$ cat src/rtl/imc_pkg.sv
// Shared types and default sizing for the bit-serial IMC multiplier sequencer.
package imc_pkg;

    localparam int IMC_N_ROWS  = 16;
    localparam int IMC_ACT_W   = 8;
    localparam int IMC_MUL_LAT = 1;

    typedef enum logic [1:0] {
        IDLE,
        STREAM,
        DRAIN,
        DONE
    } ctrl_state_t;

    // Slice-time accumulator controls, aligned to the multiplier output by the delay pipe.
    typedef struct packed {
        logic en;
        logic clear;
        logic neg;
        logic last;
    } acc_ctrl_t;

    localparam acc_ctrl_t ACC_CTRL_NONE = '0;

endpackage

$ cat src/rtl/imc_ctrl_delay.sv
// Fixed-depth register pipe that delays accumulator controls by the multiplier latency.
module imc_ctrl_delay
    import imc_pkg::*;
#(
    parameter int DEPTH = IMC_MUL_LAT
) (
    input  logic      clk,
    input  logic      rst,
    input  logic      flush,
    input  acc_ctrl_t d,
    output acc_ctrl_t q
);

    acc_ctrl_t pipe [DEPTH];

    // NOTE: every stage is reset (not just the tail) because a stale en/last bit would fire the accumulator.
    // NOTE: non-blocking assignments make each stage take the previous stage's pre-edge value.
    always_ff @(posedge clk or posedge rst) begin
        if (rst) begin
            for (int i = 0; i < DEPTH; i++) pipe[i] <= ACC_CTRL_NONE;
        end else if (flush) begin
            for (int i = 0; i < DEPTH; i++) pipe[i] <= ACC_CTRL_NONE;
        end else begin
            pipe[0] <= d;
            for (int i = 1; i < DEPTH; i++) pipe[i] <= pipe[i-1];
        end
    end

    assign q = pipe[DEPTH-1];

endmodule

$ cat src/rtl/imc_bitserial_ctrl.sv
// Sequencer: latches an activation vector, streams it MSB-first one bit-slice per cycle,
// and emits accumulator controls aligned to the registered multiplier output.
module imc_bitserial_ctrl
    import imc_pkg::*;
#(
    parameter  int N_ROWS  = IMC_N_ROWS,
    parameter  int ACT_W   = IMC_ACT_W,
    parameter  int MUL_LAT = IMC_MUL_LAT,
    localparam int IDX_W   = (ACT_W > 1) ? $clog2(ACT_W) : 1
) (
    input  logic                      clk,
    input  logic                      rst,
    input  logic                      start_valid,
    output logic                      start_ready,
    input  logic [N_ROWS*ACT_W-1:0]   act_in,
    input  logic                      act_signed,
    input  logic                      abort,
    output logic [N_ROWS-1:0]         slice_out,
    output logic                      slice_valid,
    output logic [IDX_W-1:0]          bit_idx,
    output logic                      acc_en,
    output logic                      acc_clear,
    output logic                      acc_neg,
    output logic                      acc_last,
    output logic                      busy,
    output logic                      done_valid,
    input  logic                      done_ready
);

    localparam int                CNT_W    = (MUL_LAT > 1) ? $clog2(MUL_LAT) : 1;
    localparam logic [IDX_W-1:0]  IDX_MSB  = IDX_W'(ACT_W - 1);
    localparam logic [CNT_W-1:0]  CNT_INIT = CNT_W'(MUL_LAT - 1);

    ctrl_state_t               state, state_nxt;
    logic [N_ROWS*ACT_W-1:0]   act_q;
    logic                      sign_q;
    logic [CNT_W-1:0]          drain_cnt;
    logic                      accept;
    logic                      kill;
    acc_ctrl_t                 ctrl_now;
    acc_ctrl_t                 ctrl_dly;

    // abort wins over a simultaneous start; in IDLE it has no other effect
    assign kill   = abort && (state != IDLE);
    assign accept = (state == IDLE) && start_valid && !abort;

    always_ff @(posedge clk or posedge rst) begin
        if (rst) state <= IDLE;
        else     state <= state_nxt;
    end

    // NOTE: every output of this block gets a default first so no path leaves it unassigned (no latches).
    always_comb begin
        state_nxt   = state;
        start_ready = 1'b0;
        busy        = 1'b1;
        slice_valid = 1'b0;
        done_valid  = 1'b0;
        case (state)
            IDLE: begin
                start_ready = 1'b1;
                busy        = 1'b0;
                if (accept) state_nxt = STREAM;
            end
            STREAM: begin
                slice_valid = 1'b1;
                if (bit_idx == '0) state_nxt = DRAIN;
            end
            DRAIN: begin
                if (drain_cnt == '0) state_nxt = DONE;
            end
            DONE: begin
                done_valid = 1'b1;
                if (done_ready) state_nxt = IDLE;
            end
            default: state_nxt = IDLE;
        endcase
        if (kill) state_nxt = IDLE;
    end

    always_ff @(posedge clk or posedge rst) begin
        if (rst) begin
            act_q     <= '0;
            sign_q    <= 1'b0;
            bit_idx   <= '0;
            drain_cnt <= '0;
        end else begin
            if (accept) begin
                act_q   <= act_in;
                sign_q  <= act_signed;
                bit_idx <= IDX_MSB;
            end else if (state == STREAM && bit_idx != '0) begin
                bit_idx <= bit_idx - IDX_W'(1);
            end

            if (state == STREAM && bit_idx == '0)
                drain_cnt <= CNT_INIT;
            else if (state == DRAIN && drain_cnt != '0)
                drain_cnt <= drain_cnt - CNT_W'(1);
        end
    end

    // Zero slice outside STREAM so the multiplier sees no stray products.
    always_comb begin
        slice_out = '0;
        if (state == STREAM) begin
            for (int r = 0; r < N_ROWS; r++) slice_out[r] = act_q[r*ACT_W + int'(bit_idx)];
        end
    end

    always_comb begin
        ctrl_now = ACC_CTRL_NONE;
        if (state == STREAM) begin
            ctrl_now.en    = 1'b1;
            ctrl_now.clear = (bit_idx == IDX_MSB);
            ctrl_now.neg   = (bit_idx == IDX_MSB) && sign_q;
            ctrl_now.last  = (bit_idx == '0);
        end
    end

    imc_ctrl_delay #(
        .DEPTH (MUL_LAT)
    ) u_delay (
        .clk   (clk),
        .rst   (rst),
        .flush (kill),
        .d     (ctrl_now),
        .q     (ctrl_dly)
    );

    assign acc_en    = ctrl_dly.en;
    assign acc_clear = ctrl_dly.clear;
    assign acc_neg   = ctrl_dly.neg;
    assign acc_last  = ctrl_dly.last;

endmodule

$ cat config.mk
export PLATFORM = sky130hd
export DESIGN_NAME = imc_bitserial_ctrl
export DESIGN_NICKNAME = d
export VERILOG_FILES = /design/src/rtl/imc_pkg.sv /design/src/rtl/imc_ctrl_delay.sv /design/src/rtl/imc_bitserial_ctrl.sv
export SDC_FILE = /design/constraint.sdc
export NUM_CORES = 1
export LEC_CHECK = 0
export BUFFER_PORTS_ARGS = -buffer_cell sky130_fd_sc_hd__buf_2
export CAP_MARGIN = 20
export CORE_UTILIZATION = 57
export DETAILED_ROUTE_END_ITERATION = 6
export PLACE_DENSITY = 0.84
export SLEW_MARGIN = 0
export SYNTH_ARGS = -nofsm -noshare
export SYNTH_HDL_FRONTEND = slang
export SYNTH_SLANG_ARGS = --single-unit
export TNS_END_PERCENT = 20
$ cat constraint.sdc
create_clock -name clk -period 7.6 [get_ports clk]
set_clock_uncertainty 0.05 [all_clocks]
set_input_delay 1.52 -clock clk [delete_from_list [all_inputs] [get_ports clk]]
set_output_delay 1.52 -clock clk [all_outputs]
set_load 0.01 [all_outputs]
# Word level (Yosys, flattened, before mapping)
# Cells that the tools add are included.
[word_totals]
ff_bits = 139
wordCells = 129
[classes]
addsub = 17
magnitude_cmp = 16
n_eq_ne = 8
mux = 64
reduce_logical = 15
[ops]
columns = ["cell", "n"]
rows = [
  ["binary-select mux 1 bit (select 7 bit)", 15],
  ["adder 7 x 3 -> 8 bit, first input constant", 8],
  ["less-than comparator 8 bit, second input constant", 8],
  ["two-way mux 1 bit", 37],
  ["less-than comparator 7 x 8 -> 1 bit, second input constant", 4],
  ["adder 6 x 3 -> 7 bit, first input constant", 4],
  ["less-than comparator 6 x 8 -> 1 bit, second input constant", 2],
  ["two-way mux 16 bit", 1],
  ["adder 5 x 3 -> 6 bit, first input constant", 2],
  ["!= test 3 bit, second input constant", 4],
  ["two-way mux 2 bit", 5],
  ["less-than comparator 3 x 8 -> 1 bit, second input constant", 1],
  ["less-than comparator 5 x 8 -> 1 bit, second input constant", 1],
  ["two-way mux 4 bit", 2],
  ["one-hot mux 2 bit (4 select lines)", 1],
  ["logical AND 1 bit", 7],
  ["two-way mux 3 bit", 2],
  ["nonzero test 2 bit", 3],
  ["adder 4 x 3 -> 5 bit, first input constant", 1],
  ["== test 2 bit, second input constant", 2],
  ["AND reduction 4 bit", 1],
  ["binary-select mux 1 bit (select 3 bit)", 1],
  ["== test 3 bit, second input constant", 1],
  ["zero test 3 bit", 1],
  ["other kinds (6)", 6],
]

# Longest topological paths before layout
# Gate-level depths: netlist of the first run.
[depth]
ltp_word = 6
depth_mapped = 8
mapped_depth_nobuf = 6

# Modules after synthesis
# From an unflattened synthesis of the first run, not the netlist that was laid out.
[unflattened]
cells_unflattened = 387
hier_area_um2 = 6268.5
[modules_own_cells]
columns = ["mod", "instances", "cells_each", "area_each_um2", "seq_area_each_um2"]
rows = [
  ["imc_bitserial_ctrl", 1, 378, 6139.6, 3378.2],
  ["imc_ctrl_delay", 1, 9, 128.9, 100.1],
]

# Least setup slack after synthesis of the first run
# No wires, ideal clock.
[synth_timing]
path_type = "reg-to-output"
from = "reg bit_idx[1]"
to = "out slice_out[10]"
arrival_time_ns = 1.401
path_slack_ns = 4.629
path_stages_with_launch = 6
path_cell_list = "dfrtp_1 buf_6 buf_6 mux4_2 nand2_1 a21oi_1"
[synth_via]
elab_chain_cells = 5
[synth_rtl]
columns = ["item", "line", "text"]
rows = [
  ["start: declaration", "imc_bitserial_ctrl.sv:20", "output logic [IDX_W-1:0] bit_idx,"],
  ["start signal: assignment", "imc_bitserial_ctrl.sv:93", "bit_idx <= bit_idx - IDX_W'(1);"],
  ["adder 7 x 3 -> 8 bit", "imc_bitserial_ctrl.sv:107", "for (int r = 0; r < N_ROWS; r++) slice_out[r] = act_q[r*ACT_W + int'(bit_idx)];"],
  ["binary-select mux 1 bit (select 7 bit)", "imc_bitserial_ctrl.sv:107", ""],
  ["two-way mux 1 bit (not written as such) (2 in a row)", "imc_bitserial_ctrl.sv:107", ""],
  ["two-way mux 16 bit", "imc_bitserial_ctrl.sv:106", "if (state == STREAM) begin"],
  ["end: declaration", "imc_bitserial_ctrl.sv:18", "output logic [N_ROWS-1:0] slice_out,"],
]
# Every way passes these cells. The select of a mux whose other input is x is not followed.

# Worst setup path after layout of the first run
[layout_timing]
from = "reg bit_idx[0]"
to = "out slice_out[7]"
[layout_via]
elab_chain_cells = 5
[layout_rtl]
columns = ["item", "line"]
rows = [
  ["adder 6 x 3 -> 7 bit", "imc_bitserial_ctrl.sv:107"],
  ["binary-select mux 1 bit (select 7 bit)", "imc_bitserial_ctrl.sv:107"],
  ["two-way mux 1 bit (not written as such) (2 in a row)", "imc_bitserial_ctrl.sv:107"],
  ["two-way mux 16 bit", "imc_bitserial_ctrl.sv:106"],
]
# Every way passes these cells. The select of a mux whose other input is x is not followed.

==> reports/results.txt, run 1 <==
outcome -> finished, final reports clean
Mapped Cells -> 418
Post-synth EDFFs -> 0
clock buffer depth -> 2
Setup TNS -> 0 ns
die width -> 108 um
final WL -> 13.4 mm
asr flop ratio synth -> 100%
ranking of synthesized cells by area -> dfrtp_1 55%, mux2_1 14%, mux4_2 11%
highest net fanout along the worst path -> 19
Synth Cell Area -> 6350 um2
share of the synthesized area in the top cell type -> 54.8%
Die Height -> 108 um
initial antenna violation count -> 2
Final Hold Vio Count -> 0
Post-Synth Simple-Gate Area -> 3.61%
fin crit period -> 4.44 ns
period utilization -> 58.4%
Min-Delay Path Depth -> 1
crit path launch -> bit_idx[0]$_DFFE_PP0P_
CTS H-Tree Depth -> 4
mux contribution to synthesized area -> 34.2%
wire per inst -> 18.4 um
worst vdd ir -> 0.196 mV
post-synth cell types -> 30
Mapped Nets -> 560
hold bufs inserted after CTS -> 0
setup bufs post-CTS -> 0
Leak -> 0.00366 uW
CTS tree -> yes
HP Class -> reg2reg
fin area -> 7770 um2
PortBufs -> 160
hold_sp -> sign_q$_DFFE_PP0P_
normalized max-slew margin -> 36.4%
IO Count -> 161
Total Routing Usage GR -> 25.5%
Final Util -> 71.7%
Adder-Cell Fraction of Synth Area -> 1.58%
Synth Register Bits -> 139
initial DRC count -> 190
YS warnings -> 0
placed instance area -> 7180 um2
clk_lat worst skew -> 0.52 ns
die area -> 11600 um2
# clock sinks -> 139
post-route ant nets -> 0
Slew Viols, Final -> 0
register area share after synthesis -> 54.8%
XOR/XNOR share of the synthesized area -> 0.276%
# DRC -> 0
highest-delay cell along the critical path -> clkinv_1
crit end category -> output pin
area grow syn2layout -> 22.5%
critical path startpoint category -> register
largest net degree at the start of global routing -> 74
RePlAce Congestion -> 0.791
worst slew pin tran -> 0.954 ns
core box area -> 10800 um2
post-cts sizing count -> 0
WP data arrival -> 2.87 ns
Pwr per Cell Area -> 422 nW/um2
Starting Density -> 58.6%
Post-synth top flop -> dfrtp_1
vias in the first global route -> 4321
reg2reg path depth -> 6
unrepaired setup endpoints after global routing -> false
row cnt -> 38
post-synth top area cell -> dfrtp_1
CP peak stage delay -> 0.95 ns
largest family of logic cells by synthesized area -> multiplexers
Final Setup Violations -> 0
Compound-Gate Fraction of Synth Area -> 2.11%
first-pass GRT wire length -> 21.7 mm
Critical Path RT -> 6.03 ns
DR vias -> 4030
clock root buffer -> clkbuf_8
Mean Syn Cell Area -> 15.2 um2
grt total ovfl -> 0
post-DP HPWL -> 8.93 mm
Layout Nets -> 716
CTS buffer count -> 17
critical path type -> reg2out
R2R Path Start -> bit_idx[0]$_DFFE_PP0P_
Achievable Freq -> 225 MHz
Via density -> 5.54
crit-path cells -> clkinv_1, nand2_1, a21oi_1, buf_2
total of max-cap violations -> 0
Clock Pin Slew Worst Setup and Hold Paths -> 0.06 ns
drt pass-1 iters -> 6
share of layout cells above drive strength 1 -> 48.0%
cell usage after synthesis (2+ instances only):
cell type,n
buf_4,8
nand2b_1,2
clkbuf_1,3
buf_2,10
and2_1,2
inv_1,7
inv_2,2
a21oi_1,17
mux4_2,32
nand3_1,2
nor2_1,2
dfrtp_1,139
ha_1,8
buf_6,5
xnor2_1,2
nand2_1,36
mux2_1,79
mux2_2,50
final cells by class:
class                   instances  area, um2
diodes                          1       2.50
clock buffers                  19        422
clock inverters                12        174
fillers                       729       3070
inverters                      10       42.5
multi-input cells             243       2650
flip-flops and latches        139       3480
well taps                     140        175
repair buffers                163        823
final timing paths:
check,end,slack [ns]
min in group asynchronous,act_q[18]$_DFFE_PP0P_,1.03
worst min register to register,u_delay.q[1]$_DFF_PP0_,0.42
max in group asynchronous,bit_idx[1]$_DFFE_PP0P_,5.05
worst max-delay path,slice_out[7],3.16
worst max register to register,state[1]$_DFFE_PP0P_,4.35
worst min-delay path,u_delay.q[1]$_DFF_PP0_,0.42
through the flow:
step	total power (uW)	setup slack (ns)	hold slack, ns	std cells
floorplan	2170	2.31	0.397	418
global placement	2390	3.85	0.408	695
detailed placement	2470	3.69	0.413	695
CTS	3310	3.14	0.427	726
global route	3480	2.97	0.446	727
finish	3280	3.16	0.422	727
report_power, final:
part           switching (uW)  internal, uW  total, uW
sequential                235          1110       1340
clock                     303           530        832
combinational             461           643       1100
total                     999          2280       3280
routing by layer:
| layer | wire (um) | GRT usage [%] |
|---|---|---|
| met3 | 648 | 6.78 |
| met5 | 8 | 0 |
| met2 | 7120 | 43.4 |
| met4 | 260 | 10.2 |
| met1 | 5340 | 30.7 |
critical path, delay by kind of cell, from the launching register on:
kind | cells | cell delay, ns
flip-flops | 1 | 0.86
buffers and inverters | 2 | 1.11
AO/OA/AOI/OAI | 1 | 0.10
AND/OR/NAND/NOR | 1 | 0.27
kinds of logic after synthesis:
| logic type | Yosys count |
|---|---|
| multiplexers | 161 |
| adder cells (fa/ha/maj) | 8 |
| AND/OR/NAND/NOR | 49 |
| XOR/XNOR | 2 |
| buffers and inverters | 36 |
| AO/OA/AOI/OAI | 23 |
| flip-flops | 139 |
registers in the layout (all words and copies together) (netlist names):
name and flops:
act_q 128, bit_idx 3, drain_cnt 1, sign_q 1, state 2, u_delay.q 4
placed cells by master, fill, tap and decap left out, types with 2 or more instances in the layout:
master	Yosys	final
a21oi_1	17	17
and2_1	2	2
buf_2	10	160
buf_4	8	3
bufinv_16	0	4
clkbuf_1	3	2
clkbuf_16	0	16
clkinv_2	0	4
clkinv_4	0	3
dfrtp_1	139	137
dfrtp_2	0	2
ha_1	8	8
inv_1	7	6
inv_2	2	2
mux2_1	79	79
mux2_2	50	50
mux4_2	32	32
nand2_1	36	36
nand2b_1	2	2
nand3_1	2	2
nor2_1	2	2
xnor2_1	2	2
Note: power is estimated with default switching activity, not from simulation.
==> run 2: changes to the inputs <==
ABC_AREA = 1   (was unset)
CORE_UTILIZATION = 55   (was 57)
PLACE_DENSITY = 0.8   (was 0.84)
clock period = 4.6 ns   (was 7.6 ns; I/O delays follow)
==> reports/results.txt, run 2 <==
outcome -> finished, final reports clean (unchanged)
setup bufs post-CTS -> 0 (unchanged)
CP peak stage delay -> 0.56 ns (was 0.95 ns)
die area -> 13800 um2 (was 11600 um2)
Synth Register Bits -> 139 (unchanged)
Critical R2R Capture -> act_q[51]$_DFFE_PP0P_ (was state[1]$_DFFE_PP0P_)
post-synth cell types -> 25 (was 30)
Mapped Nets -> 1053 (was 560)
Antenna diodes -> 0 (was 1)
share of layout cells above drive strength 1 -> 27.1% (was 48.0%)
busiest grt layer -> met2 (unchanged)
Setup TNS -> 0 ns (unchanged)
crit end category -> output pin (unchanged)
largest net degree at the start of global routing -> 140 (was 74)
RePlAce Congestion -> 0.800 (was 0.791)
post-synth top area cell -> dfrtp_1 (unchanged)
YS warnings -> 0 (unchanged)
Final Setup Violations -> 0 (unchanged)
Slew Viols, Final -> 0 (unchanged)
M1 GR Usage -> 33.7% (was 30.7%)
Seq. cell area -> 3480 um2 (about the same)
Leak -> 0.00452 uW (was 0.00366 uW)
register area share after synthesis -> 47.3% (was 54.8%)
Critical Path RT -> 3.63 ns (was 6.03 ns)
hold bufs inserted after CTS -> 0 (unchanged)
area grow syn2layout -> 15.6% (was 22.5%)
first-pass GRT wire length -> 27.3 mm (was 21.7 mm)
Starting Density -> 57.3% (was 58.6%)
WP data arrival -> 2.37 ns (was 2.87 ns)
period utilization -> 72.6%
post-route ant nets -> 0 (unchanged)
fin crit period -> 3.34 ns
top-count cell post-synth -> nand2_1 (was dfrtp_1)
PortBufs -> 160 (unchanged)
Min-Delay Path Depth -> 2 (was 1)
Final Hold Vio Count -> 0 (unchanged)
critical path type -> reg2out (unchanged)
hold_sp -> sign_q$_DFFE_PP0P_ (unchanged)
Post-synth EDFFs -> 0 (unchanged)
Achievable Freq -> 300 MHz
CTS buffer count -> 17 (unchanged)
# clock sinks -> 139 (unchanged)
area of the multi-input gates -> 2860 um2 (was 2650 um2)
Post-synth top flop -> dfrtp_1 (unchanged)
unrepaired setup endpoints after global routing -> false (unchanged)
Cells after DPL -> 1195 (was 695)
Die Height -> 118 um (was 108 um)
DR vias -> 6049 (was 4030)
Via density -> 4.93 (was 5.54)
clock root buffer -> clkbuf_16 (was clkbuf_8)
initial DRC count -> 457 (was 190)
commonest non-fill, non-tap cell in the layout -> nand2_1 (was buf_2)
worst slew pin tran -> 1.04 ns (was 0.954 ns)
filler cell count in the final layout -> 1063 (was 729)
post-cts sizing count -> 0 (unchanged)
Mapped Cells -> 911 (was 418)
IO Count -> 161 (unchanged)
Reg with most FFs -> act_q (unchanged)
HP Class -> reg2reg (unchanged)
Pwr per Cell Area -> 684 nW/um2 (was 422 nW/um2)
met2 usage -> 38.8% (was 43.4%)
Total Routing Usage GR -> 24.6% (was 25.5%)
hold path endpoint -> sign_q$_DFFE_PP0P_ (was u_delay.q[1]$_DFF_PP0_)
final WL -> 15.9 mm (was 13.4 mm)
max reg flops -> 128 (unchanged)
core box area -> 12800 um2 (was 10800 um2)
fin cells -> 1226 (was 727)
initial antenna violation count -> 0 (was 2)
post-DP HPWL -> 9.92 mm (was 8.93 mm)
wire per inst -> 13.0 um (was 18.4 um)
clock buffer depth -> 2 (unchanged)
R2R Setup Slk -> 2.26 ns (was 4.35 ns)
routing usage on met3 -> 4.75% (was 6.78%)
crit-path cells -> inv_2, buf_4, nand2_1, nand3_1, nand3_1, nand2_1, nor2_1, buf_2 (was clkinv_1, nand2_1, a21oi_1, buf_2)
worst vdd ir -> 0.333 mV (was 0.196 mV)
drt pass-1 iters -> 5 (was 6)
R2R Path Start -> state[0]$_DFFE_PP0P_ (was bit_idx[0]$_DFFE_PP0P_)
Post-synth top cells -> 306 x nand2_1, 140 x inv_1, 139 x dfrtp_1 (was 139 x dfrtp_1, 79 x mux2_1, 50 x mux2_2)
row cnt -> 41 (was 38)
Mean Syn Cell Area -> 8.07 um2 (was 15.2 um2)
die width -> 118 um (was 108 um)
asr flop ratio synth -> 100% (unchanged)
vias in the first global route -> 5825 (was 4321)
highest net fanout along the worst path -> 43 (was 19)
# DRC -> 0 (unchanged)
share of the synthesized area in the top cell type -> 47.3% (was 54.8%)
Clock Pin Slew Worst Setup and Hold Paths -> 0.05 ns (was 0.06 ns)
CTS tree -> yes (unchanged)
most frequent cells in the layout -> 306 x nand2_1, 160 x buf_2, 139 x inv_1 (was 160 x buf_2, 137 x dfrtp_1, 79 x mux2_1)
clk_lat worst skew -> 0.41 ns (was 0.52 ns)
critical path startpoint category -> register (unchanged)
Synth Cell Area -> 7350 um2 (was 6350 um2)
CTS H-Tree Depth -> 4 (unchanged)
highest-delay cell along the critical path -> inv_2 (was clkinv_1)
grt total ovfl -> 0 (unchanged)
Layout Nets -> 1184 (was 716)
normalized max-slew margin -> 30.9% (was 36.4%)
ranking of synthesized cells by area -> dfrtp_1 47%, nand2_1 16%, o21ai_2 11% (was dfrtp_1 55%, mux2_1 14%, mux4_2 11%)
reg2reg path depth -> 7 (was 6)
total of max-cap violations -> 0 (unchanged)
[run 2: cell types whose count changed in the layout (fill, tap and decap cells not counted), moves of 35 or more]
cell	previous run	this run
o21ai_0	1	36
inv_1	6	139
o21ai_2	0	89
mux2_1	79	0
nand3_1	2	85
mux2_2	50	0
nand2_1	36	306
[run 2: per-stage QoR]
step | power (uW) | util (%) | hold slack (ns) | setup WS (ns) | instance area, um2
finish | 5820 | 66.3 | 0.426 | 1.26 | 8500
global placement | 4540 | 62.3 | 0.406 | 1.74 | 7990
CTS | 5860 | 66.3 | 0.425 | 1.25 | 8500
global route | 6330 | 66.3 | 0.435 | 1.10 | 8500
detailed placement | 4630 | 62.3 | 0.412 | 1.70 | 7990
floorplan | 4140 | - | 0.391 | 1.89 | 7360
[run 2: kinds of logic after synthesis]
logic type               share of synthesized area [%]
buffers and inverters                             13.8
adder cells (fa/ha/maj)                           1.36
AND/OR/NAND/NOR                                   23.7
AO/OA/AOI/OAI                                     13.9
flip-flops                                        47.3
[run 2: power breakdown]
group	total [uW]	switching, uW	internal, uW
sequential	1980	186	1800
clock	1190	466	727
combinational	2640	1670	966
[run 2: layer usage]
| layer | routed length, um | part of all wire [%] |
|---|---|---|
| met1 | 7280 | 46 |
| met2 | 7480 | 47 |
| met3 | 924 | 5.8 |
| met4 | 223 | 1.4 |
| met5 | 0 | 0 |
[run 2: worst max-delay path by stage]
| stage | from | end | slack [ns] | cells past startpoint |
|---|---|---|---|---|
| floorplan | rst | act_q[0]$_DFFE_PP0P_ | 1.89 | 1 |
| global placement | bit_idx[0]$_DFFE_PP0P_ | slice_out[7] | 1.74 | 8 |
| detailed placement | bit_idx[0]$_DFFE_PP0P_ | slice_out[14] | 1.70 | 8 |
| CTS | bit_idx[0]$_DFFE_PP0P_ | slice_out[14] | 1.25 | 8 |
| global route | bit_idx[0]$_DFFE_PP0P_ | slice_out[14] | 1.10 | 8 |
| finish | bit_idx[0]$_DFFE_PP0P_ | slice_out[14] | 1.26 | 8 |
[run 2: cell type report]
class,count,area share [%]
flip-flops and latches,139,40.9
clock buffers,29,5.89
repair buffers,167,10.3
well taps,172,2.53
clock inverters,2,0.118
multi-input cells,573,33.7
inverters,144,6.49
[run 2: critical path: cells and delay by family (launching register included)]
family                 cells  cell delay, ns
DFF                        1            0.40
and+or+nand+nor            5            0.42
buffers and inverters      3            1.13
==> run 3: changes to the inputs <==
ABC_AREA = 0   (was 1)
CORE_UTILIZATION = 48   (was 55)
PLACE_DENSITY = 0.75   (was 0.8)
clock period = 2.9 ns   (was 4.6 ns; I/O delays follow)
==> reports/results.txt, run 3 (synthesized netlist as in run 1, its figures left out) <==
first-pass GRT wire length -> 21.2 mm (was 27.3 mm)
Layout Nets -> 722 (was 1184)
drt pass-1 iters -> 4 (was 5)
hold bufs inserted after CTS -> 0 (unchanged)
row cnt -> 41 (unchanged)
R2R Path Start -> state[0]$_DFFE_PP0P_ (unchanged)
Total Routing Usage GR -> 21.2% (was 24.6%)
setup bufs post-CTS -> 0 (unchanged)
Reg with most FFs -> act_q (unchanged)
CTS buffer count -> 17 (unchanged)
fin crit period -> 2.64 ns
post-DP HPWL -> 9.05 mm (was 9.92 mm)
IO Count -> 161 (unchanged)
Antenna diodes -> 0 (unchanged)
outcome -> finished, final reports clean (unchanged)
critical path startpoint category -> register (unchanged)
DR vias -> 3967 (was 6049)
normalized max-slew margin -> 40.9% (was 30.9%)
CP bufs+invs -> 2 (was 3)
unrepaired setup endpoints after global routing -> false (unchanged)
core box area -> 12800 um2 (about the same)
area grow syn2layout -> 25.3% (was 15.6%)
Final Hold Vio Count -> 0 (unchanged)
die width -> 117 um (was 118 um)
Die Height -> 117 um (was 118 um)
WL met3 -> 637 um (was 924 um)
RePlAce Congestion -> 0.764 (was 0.800)
crit end category -> output pin (unchanged)
Final Setup Violations -> 0 (unchanged)
commonest non-fill, non-tap cell in the layout -> buf_2 (was nand2_1)
clock buffer depth -> 2 (unchanged)
highest-delay cell along the critical path -> mux4_2 (was inv_2)
Leak -> 0.00373 uW (was 0.00452 uW)
Critical R2R Capture -> act_q[78]$_DFFE_PP0P_ (was act_q[51]$_DFFE_PP0P_)
PnR worst setup slack -> 0.261 ns (was 1.26 ns)
Starting Density -> 49.7% (was 57.3%)
post-route ant nets -> 0 (unchanged)
die area -> 13700 um2 (was 13800 um2)
# clock sinks -> 139 (unchanged)
Clock power frac -> 26.7% (was 20.5%)
CTS tree -> yes (unchanged)
Setup TNS -> 0 ns (unchanged)
Net Sw Frac -> 29.4% (was 40.0%)
critical path type -> reg2out (unchanged)
Comb pwr share -> 34.8% (was 45.4%)
Achievable Freq -> 379 MHz
Slew Viols, Final -> 0 (unchanged)
# DRC -> 0 (unchanged)
crit path launch -> bit_idx[1]$_DFFE_PP0P_ (was bit_idx[0]$_DFFE_PP0P_)
reg2reg path depth -> 5 (was 7)
R2R Setup Slk -> 0.72 ns (was 2.26 ns)
initial DRC count -> 164 (was 457)
most frequent cells in the layout -> 160 x buf_2, 137 x dfrtp_1, 79 x mux2_1 (was 306 x nand2_1, 160 x buf_2, 139 x inv_1)
vias in the first global route -> 4127 (was 5825)
Pwr per Cell Area -> 1100 nW/um2 (was 684 nW/um2)
Net Sw Power -> 2580 uW (was 2320 uW)
largest net degree at the start of global routing -> 140 (unchanged)
highest net fanout along the worst path -> 15 (was 43)
WL met2 -> 6.87 mm (was 7.48 mm)
max reg flops -> 128 (unchanged)
worst slew pin tran -> 0.887 ns (was 1.04 ns)
Via density -> 5.19 (was 4.93)
clock root buffer -> clkbuf_16 (unchanged)
Sequential Power Share -> 38.6% (was 34.1%)
period utilization -> 91.0%
total of max-cap violations -> 0 (unchanged)
M1 WL -> 5.69 mm (was 7.28 mm)
grt total ovfl -> 0 (unchanged)
HP Class -> in2async (was reg2reg)
CP peak stage delay -> 0.54 ns (was 0.56 ns)
Top delay family on crit path -> multiplexers (was buffers and inverters)
Critical Path RT -> 2.27 ns (was 3.63 ns)
share of layout cells above drive strength 1 -> 48.9% (was 27.1%)
clk_lat worst skew -> 0.41 ns (about the same)
initial antenna violation count -> 3 (was 0)
CTS H-Tree Depth -> 4 (unchanged)
Int Pwr -> 6200 uW (was 3490 uW)
PortBufs -> 160 (unchanged)
WP data arrival -> 2.01 ns (was 2.37 ns)
pre-CTS WS -> 0.689 ns (was 1.70 ns)
post-cts sizing count -> 0 (unchanged)
total power draw -> 8780 uW (was 5820 uW)
final WL -> 13.4 mm (was 15.9 mm)
worst vdd ir -> 0.670 mV (was 0.333 mV)
Clock Pin Slew Worst Setup and Hold Paths -> 0.05 ns (about the same)
crit-path cells -> buf_4, mux4_2, nand2_1, a21oi_1, buf_2 (was inv_2, buf_4, nand2_1, nand3_1, nand3_1, nand2_1, nor2_1, buf_2)
filler cell count in the final layout -> 997 (was 1063)
top sig layer -> met5 (was met4)
wire per inst -> 17.5 um (was 13.0 um)
run 3: cell count changes in the layout (fill, tap and decap cells not counted), sizes merged, moves of 3 or more:
| cell | delta |
|---|---|
| a21oi | +14 |
| mux2 | +129 |
| nand2b | +3 |
| mux4 | +32 |
| o21ai | -130 |
| nand3 | -84 |
| bufinv | +4 |
| clkinv | +5 |
| nor2 | -32 |
| inv | -135 |
| nand2 | -270 |
| clkbuf | -7 |
run 3: per-layer routing:
layer | GRT usage [%] | vias to the layer above
met5 | 0 | -
met3 | 6.39 | 14
li1 | - | 1837
met4 | 6.16 | 4
met1 | 27.2 | 2018
met2 | 34.9 | 94
run 3: area by class of cell:
type / count / area, um2 / share of cell area (%)
repair buffers: 169 / 906 / 11.4
clock inverters: 10 / 161 / 2.03
well taps: 172 / 215 / 2.71
inverters: 10 / 41.3 / 0.519
flip-flops and latches: 139 / 3480 / 43.8
multi-input cells: 243 / 2650 / 33.4
clock buffers: 22 / 494 / 6.21
run 3: power groups by stage:
stage          clock (uW)  combinational (uW)  sequential [uW]
5_1_grt              2480                3370             3510
6_report             2340                3050             3380
2_1_floorplan           0                2440             3250
4_1_cts              2390                3110             3400
3_3_place_gp            0                2990             3350
3_5_place_dp            0                3100             3420
run 3: tightest hold or removal path, cell delays in order:
cell	delay [ns]
buf_2	0.11
clkinvlp_4	0.07
buf_12	0.43
run 3: worst max path at each step:
stage                           end  slack [ns]  depth (start not counted)
2_1_floorplan  act_q[0]$_DFFE_PP0P_        0.53                          1
3_3_place_gp           slice_out[8]        0.69                          5
3_5_place_dp           slice_out[8]        0.69                          5
4_1_cts                slice_out[4]        0.24                          5
5_1_grt                slice_out[8]        0.14                          5
6_report               slice_out[4]        0.26                          5
run 3: stage by stage:
stage	util, %	instances	hold WS [ns]	cell area (um2)
2_1_floorplan	-	418	0.397	6350
3_3_place_gp	57.1	733	0.411	7300
3_5_place_dp	57.1	733	0.422	7300
4_1_cts	62.3	765	0.311	7950
5_1_grt	62.3	765	0.310	7950
6_report	62.3	765	0.241	7950
